[config.mk]
export PLATFORM = sky130hd
export DESIGN_NAME = clock_register
export DESIGN_NICKNAME = d
export VERILOG_FILES = /design/src/rtl/clock_pkg.sv /design/src/rtl/bcd_counter.sv /design/src/rtl/clock_register.sv
export SDC_FILE = /design/constraint.sdc
export NUM_CORES = 1
export LEC_CHECK = 0
export CAP_MARGIN = 20
export CORE_MARGIN = 5
export CORE_UTILIZATION = 45
export DETAILED_ROUTE_END_ITERATION = 10
export HOLD_SLACK_MARGIN = 0.05
export PLACE_DENSITY = 0.8
export SYNTH_ARGS = -nofsm -noshare
export SYNTH_HDL_FRONTEND = slang
export SYNTH_HIERARCHICAL = 1
export SYNTH_SLANG_ARGS = --single-unit
export TNS_END_PERCENT = 5
[constraint.sdc]
create_clock -name i_clk -period 4.8 [get_ports i_clk]
set_clock_uncertainty 0.2 [all_clocks]
set_input_delay 1.2 -clock i_clk [delete_from_list [all_inputs] [get_ports i_clk]]
set_output_delay 1.2 -clock i_clk [all_outputs]
set_load 0.03 [all_outputs]
[src/rtl/clock_pkg.sv]
// Shared widths, BCD limits and mode encoding for the clock_register time-of-day block.
package clock_pkg;

  localparam int HOURS_W = 6;
  localparam int MIN_W   = 7;
  localparam int SEC_W   = 7;

  localparam logic [7:0] HOURS_MAX  = 8'h23;
  localparam logic [7:0] MINSEC_MAX = 8'h59;

  typedef enum logic {
    MODE_RUN = 1'b0,
    MODE_SET = 1'b1
  } mode_e;

endpackage

[src/rtl/bcd_counter.sv]
// Two-digit BCD counter wrapping MAX -> 00, with synchronous clear and a carry on the wrapping increment.
module bcd_counter #(
  parameter int             W         = 7,
  parameter logic [7:0]     MAX       = 8'h59,
  parameter logic [W-1:0]   RESET_VAL = '0
) (
  input  logic         clk,
  input  logic         rst,
  input  logic         inc,
  input  logic         clear,
  output logic [W-1:0] value,
  output logic         carry
);

  logic [W-1:0] value_q;
  logic [W-1:0] value_d;

  // Any value at or beyond MAX, or with a bad ones digit, recovers to 00.
  function automatic logic [7:0] bcd_next(input logic [7:0] v);
    logic [7:0] r;
    if ((v >= MAX) || (v[3:0] > 4'd9)) begin
      r = 8'h00;
    end else if (v[3:0] == 4'd9) begin
      r = {v[7:4] + 4'd1, 4'd0};
    end else begin
      r = {v[7:4], v[3:0] + 4'd1};
    end
    return r;
  endfunction

  always_comb begin
    value_d = value_q;
    if (clear) begin
      value_d = '0;
    end else if (inc) begin
      value_d = W'(bcd_next(8'(value_q)));
    end
  end

  always_ff @(posedge clk) begin
    if (rst) begin
      value_q <= RESET_VAL;
    end else begin
      value_q <= value_d;
    end
  end

  assign value = value_q;
  assign carry = inc && !clear && (8'(value_q) == MAX);

endmodule

[src/rtl/clock_register.sv]
// Hours:minutes:seconds BCD time register with run counting, set-mode adjustment and a change strobe.
module clock_register
  import clock_pkg::*;
#(
  parameter logic [HOURS_W-1:0] RESET_HOURS   = 6'h00,
  parameter logic [MIN_W-1:0]   RESET_MINUTES = 7'h00
) (
  input  logic               i_clk,
  input  logic               i_reset,
  input  logic               i_ena,
  input  logic               i_1hz_stb,
  input  logic               i_slow_set_stb,
  input  logic               i_fast_set_stb,
  input  logic               i_fast_set,
  input  logic               i_set_hours,
  input  logic               i_set_minutes,
  output logic [HOURS_W-1:0] o_hours,
  output logic [MIN_W-1:0]   o_minutes,
  output logic [SEC_W-1:0]   o_seconds,
  output logic               o_update_stb
);

  mode_e              mode;
  logic               set_stb;
  logic               sec_inc;
  logic               sec_clear;
  logic               sec_chg;
  logic               min_inc;
  logic               hr_inc;
  logic               sec_carry;
  logic               min_carry;
  logic               hr_carry;
  logic [HOURS_W-1:0] hours;
  logic [MIN_W-1:0]   minutes;
  logic [SEC_W-1:0]   seconds;
  logic               update_d;
  logic               update_q;

  // Set mode is purely a function of the two set levels; no mode state is kept.
  always_comb begin
    mode = (i_set_hours || i_set_minutes) ? MODE_SET : MODE_RUN;
  end

  always_comb begin
    set_stb   = i_fast_set ? i_fast_set_stb : i_slow_set_stb;
    sec_inc   = i_ena && (mode == MODE_RUN) && i_1hz_stb;
    sec_clear = i_ena && i_set_minutes;
    sec_chg   = sec_clear ? (seconds != '0) : sec_inc;
    if (mode == MODE_RUN) begin
      min_inc = sec_carry;
      hr_inc  = min_carry;
    end else begin
      // Set increments never ripple: the minutes carry is ignored here.
      min_inc = i_ena && set_stb && i_set_minutes;
      hr_inc  = i_ena && set_stb && i_set_hours;
    end
    update_d = sec_chg || min_inc || hr_inc || hr_carry;
  end

  bcd_counter #(
    .W         (SEC_W),
    .MAX       (MINSEC_MAX),
    .RESET_VAL ({SEC_W{1'b0}})
  ) u_seconds (
    .clk   (i_clk),
    .rst   (i_reset),
    .inc   (sec_inc),
    .clear (sec_clear),
    .value (seconds),
    .carry (sec_carry)
  );

  bcd_counter #(
    .W         (MIN_W),
    .MAX       (MINSEC_MAX),
    .RESET_VAL (RESET_MINUTES)
  ) u_minutes (
    .clk   (i_clk),
    .rst   (i_reset),
    .inc   (min_inc),
    .clear (1'b0),
    .value (minutes),
    .carry (min_carry)
  );

  bcd_counter #(
    .W         (HOURS_W),
    .MAX       (HOURS_MAX),
    .RESET_VAL (RESET_HOURS)
  ) u_hours (
    .clk   (i_clk),
    .rst   (i_reset),
    .inc   (hr_inc),
    .clear (1'b0),
    .value (hours),
    .carry (hr_carry)
  );

  always_ff @(posedge i_clk) begin
    if (i_reset) begin
      update_q <= 1'b0;
    end else begin
      update_q <= update_d;
    end
  end

  assign o_hours      = hours;
  assign o_minutes    = minutes;
  assign o_seconds    = seconds;
  assign o_update_stb = update_q;

endmodule

; Word-level counts from Yosys, hierarchy flattened
; Cells that the tools add are included.
[word_totals]
in_bits = 9
reg_bits = 21
wordCells = 63
out_inout_bits = 21
[classes]
n_lt_le_gt_ge = 6
add_sub_neg = 6
reduce_logical = 26
n_bitwise = 1
eq_ne = 6
n_mux = 11
[ops]
columns = op, n
row1 = $mux W7, 4
row2 = $eq A7 B7 Y1 const B, 2
row3 = $ge A7 B7 Y1 const B, 2
row4 = $add A4 B1 Y4 const B, 3
row5 = $eq A4 B4 Y1 const B, 3
row6 = $gt A4 B4 Y1 const B, 3
row7 = $mux W6, 2
row8 = $logic_and A1 B1 Y1, 10
row9 = $logic_or A1 B1 Y1, 7
row10 = $reduce_bool A7 Y1, 1
row11 = $add A3 B1 Y3 const B, 2
row12 = $eq A6 B6 Y1 const B, 1
row13 = $ge A6 B6 Y1 const B, 1
row14 = $reduce_and A2 Y1, 3
row15 = $reduce_bool A2 Y1, 3
row16 = $mux W1, 5
row17 = $add A2 B1 Y2 const B, 1
row18 = $reduce_or A2 Y1, 1
row19 = $logic_not A1 Y1, 1
row20 = $not A1 Y1, 1

; Longest topological paths before layout
[depth]
word_depth = 12
depth_mapped = 15
depth_no_buf = 13

; By module
; Netlist, hierarchy kept.
[by_module_without_submodules]
columns = mod, instances, seq_area_each_um2, area_each_um2, cells_each
row1 = bcd_counter at u_minutes ..., 2, 140.1, 431.7, 51
row2 = bcd_counter at u_hours, 1, 120.1, 449.2, 48
row3 = clock_register, 1, 20.0, 131.4, 19

; Worst setup path before layout
; No wires, ideal clock.
[synth_timing]
kind = input port to flip-flop
from = in i_set_hours
to = reg u_hours.value_q[1] (netlist: u_hours/value[1])
required_ns = 4.483
stages = 15
arrival_ns = 3.529
slack_ns = 0.953
path_cell_list = nor2_1 > and3_1 > clkbuf_1 > nor3b_1 > nand2_1 > o21ai_0 > clkbuf_1 > nor3b_1 > nand2_1 > o21ai_1 > clkbuf_8 > nand2_2 > nor4b_4 > nor4_1 > a32o_1
[synth_via]
elab_chain_cells = 10
[synth_rtl]
columns = element, line_no
row1 = "start, declared", clock_register.sv:15  ; input logic i_set_hours,
row2 = $logic_or A1 B1 Y1, clock_register.sv:41  ; mode = (i_set_hours || i_set_minutes) ? MODE_SET : MODE_RUN;
row3 = $mux W1, clock_register.sv:41
row4 = $not A1 Y1, n/a
row5 = $logic_and A1 B1 Y1 (2 in a row), clock_register.sv:46  ; sec_inc = i_ena && (mode == MODE_RUN) && i_1hz_stb;
row6 = via sec_inc, clock_register.sv:25  ; logic sec_inc;
row7 = $logic_and A1 B1 Y1 (2 in a row), bcd_counter.sv:49  ; assign carry = inc && !clear && (8'(value_q) == MAX);
row8 = via sec_carry, clock_register.sv:30  ; logic sec_carry;
row9 = $mux W1, clock_register.sv:49  ; if (mode == MODE_RUN) begin
row10 = via min_inc, clock_register.sv:28  ; logic min_inc;
row11 = $logic_and A1 B1 Y1, bcd_counter.sv:49
row12 = via min_carry, clock_register.sv:31  ; logic min_carry;
row13 = $mux W1, clock_register.sv:49
row14 = via hr_inc, clock_register.sv:29  ; logic hr_inc;
row15 = "end signal, assigned", bcd_counter.sv:44  ; value_q <= value_d;
row16 = "end, declared", bcd_counter.sv:15  ; logic [W-1:0] value_q;
; The timed path passes the listed nets, and every way through them passes these cells.
; A chain may end at the register's enable or synchronous reset.

; Worst setup path in the final report
; Ends and elaborated chain as after synthesis.

==> impl_metrics.py <==
metrics = {
    "global_route": {
        "grt_pass1_vias": 1302,
        "track_usage": 0.1653,
        "grt_max_degree": 12,
        "grt-ovfl-total": 0,
        "grt_use_met2": 0.2908,
        "grt_util_met3": 0.03541,
        "use_met1": 0.1986,
        "busiest_layer": "met2",
        "grt_pass1_wl_um": 5802,
        "antenna_found_initial": 0,
    },
    "cells_and_area": {
        "fin_util": 0.5772,
        "area_growth_syn_to_layout_pct": 23.05,
        "antenna_cells": 0,
        "final_cells": 244,
        "nets": 216,
        "final-seq-area_sq_um": 420.4,
        "multi_input_area_sq_um": 943.4,
        "drive_gt1_frac": 0.09500,
        "finish.instance_area_sq_mm": 0.001777,
        "nFillCells": 289,
    },
    "routing": {
        "wirelength_um": 3521,
        "drcViolationCount": 0,
        "ant_nets": 0,
        "vias_per_cell": 5.668,
        "vias": 1383,
        "drt_iter0_drc": 87,
        "drt_first_pass_iters": 4,
        "post_drt_wl_per_cell_um": 14.43,
    },
    "sta": {
        "fin_crit_sh": 0.8921,
        "rsz0062_at_grt": "false",
        "hold_viol_final": 0,
        "maxSlewHeadroom": 0.5848,
        "fin_crit_ns": 4.282,
        "whs_ns": 0.3316,
        "drv_slew": 0,
        "fin_setup_tns_ns": 0,
        "setup_viol": 0,
        "max_freq_ghz": 0.2335,
        "worst_pin_slew_ns": 0.6187,
    },
    "floorplan": {
        "io_pins": 30,
        "dieArea_sq_mm": 0.004442,
        "die_h_um": 66.65,
        "initial_core_util": 0.4691,
        "num_rows": 20,
        "die_x_um": 66.65,
        "core_sq_mm": 0.003078,
    },
    "pwr": {
        "powerDensity_mw_per_mm2": 165.9,
        "p_leak_nw": 0.6602,
        "ir_drop_v": 0.0001336,
    },
    "placement": {
        "place.detailed.hpwl_um": 2623,
        "port_buffers": 29,
        "dp_cells": 240,
        "gp_congestion": 0.9163,
        "postPlaceCellArea_sq_mm": 0.001750,
    },
    "clock_tree": {
        "clk_pin_slew_worst_paths_ns": 0.13,
        "clk_latency_ns": 0.30,
        "htreeDepth": 1,
        "holdBufCountCts": 0,
        "cts_made_buffers": 3,
        "cts_tree": "done",
        "cts_setup_buffers": 0,
        "clockBufferDepth": 2,
        "clock-root-buffer": "clkbuf_4",
        "cts_resized": 0,
        "clock_sinks": 21,
    },
    "synthesis": {
        "postSynthCellCount": 169,
        "syn-cell-area_sq_mm": 0.001444,
        "ys_ff_latch": 21,
        "async_flop_share": 0,
        "avgSynthCellArea_sq_um": 8.544,
        "synth.distinct_cells": 54,
        "yosys_warnings": 6,
        "seq_area_frac_synth": 0.2912,
        "synth-edff-count": 0,
        "ys.flop_type": "dfxtp_1",
    },
    "worst_setup_path": {
        "path_max_fanout": 10,
        "path_class": "in2reg",
        "critical_path.max_stage_delay_ns": 0.46,
        "cp-end-kind": "flop",
        "cp.required_ns": 4.81,
        "arrival_ns": 4.29,
        "start_kind": "primary input",
        "worstRegToRegCells": 12,
        "path_cells": "clkdlybuf4s50_1 > nor2_1 > and3_1 > nor3b_1 > nand2_1 > o21ai_0 > nor3b_1 > nand2_1 > o21ai_1 > nand2_2 > nor4b_4 > nor4_1 > a32o_1",
        "cp_slowest_cell": "clkdlybuf4s50_1",
    },
    "min_path": {
        "min_path_cells": 2,
        "hold_class": "reg2reg",
    },
    "run": {
        "cap_violations": 0,
    },
    "status": {
        "outcome": "complete, no violations",
    },
}
==> path summary, 6_finish.rpt <==
path	startpoint	endpoint	slack (ns)
min	u_hours/value[5]	u_hours/value[5]	0.33
max	i_set_hours	u_hours/value[1]	0.52
max reg2reg	u_seconds/value[0]	u_hours/value[1]	1.55
min reg2reg	u_hours/value[5]	u_hours/value[5]	0.33
==> sequential cells by signal, summed over array words and instances, names as in the netlist <==
register,cells
o_update_stb,1
u_hours/value,6
u_minutes/value,7
u_seconds/value,7
==> kinds of logic (layout without fill, tap and decap cells) <==
family	count (synthesis)	count (layout)	share of synthesized area
other cells	1	6	0.002597
compound gates	45	45	0.2374
simple gates	71	71	0.2972
mux	3	3	0.02080
flops	21	21	0.2912
buf+inv	17	43	0.06845
xor+xnor	5	5	0.03033
fa+ha+maj	6	6	0.05199
==> stage by stage <==
step | setup slack, ns | power [mW]
after detailed placement | 0.2561 | 0.2097
after global placement | 0.5145 | 0.2092
after global routing | 0.3372 | 0.3105
after CTS | 0.6002 | 0.2983
after floorplan | 0.9533 | 0.1973
final | 0.5181 | 0.2947
==> synthesized netlist by cell type, drive strengths merged, types with 4 or more instances <==
cell type	number	share of area
dfxtp	21	0.29
ha	6	0.052
nor3	4	0.021
buf	5	0.030
inv	9	0.023
nand2	13	0.036
o21a	4	0.021
nand3	10	0.035
xor2	5	0.030
nand4	4	0.017
nor2	16	0.042
o21ai	11	0.038
==> layer usage <==
layer	wire (um)	up-vias	share of wire
met4	21	0	0.0060
met2	1715	36	0.49
met1	1624	661	0.46
li1	-	684	-
met5	0	-	0
met3	159	2	0.045
==> layout make-up <==
class                      count  share of cell area
timing repair buffer          30              0.1676
tap                           44             0.03099
clock buffer                   4             0.01479
sequential                    21              0.2366
inverter                       9             0.01901
multi-input combinational    136              0.5310
==> critical path, delay by kind of cell <==
kind / cells / cell delay, ns
AOI/OAI and AO/OA: 3 / 0.69
and+or+nand+nor: 9 / 1.93
buffers and inverters: 1 / 0.46
==> where the power goes <==
| group | internal (mW) | switching [mW] |
|---|---|---|
| Clock | 0.0323 | 0.0560 |
| Combinational | 0.0133 | 0.0158 |
| Sequential | 0.175 | 0.00187 |
==> cells in the final DEF, fill, tap and decap left out, drive strengths merged, types with 4 or more instances in the layout <==
master	synthesis	layout
o21a	4	4
nor3	4	4
conb	1	6
inv	9	9
nand2	13	13
xor2	5	5
ha	6	6
dfxtp	21	21
clkbuf	3	4
nor2	16	16
nand3	10	10
clkdlybuf4s50	0	29
nand4	4	4
o21ai	11	11
Note: power is estimated with default switching activity, not from simulation.
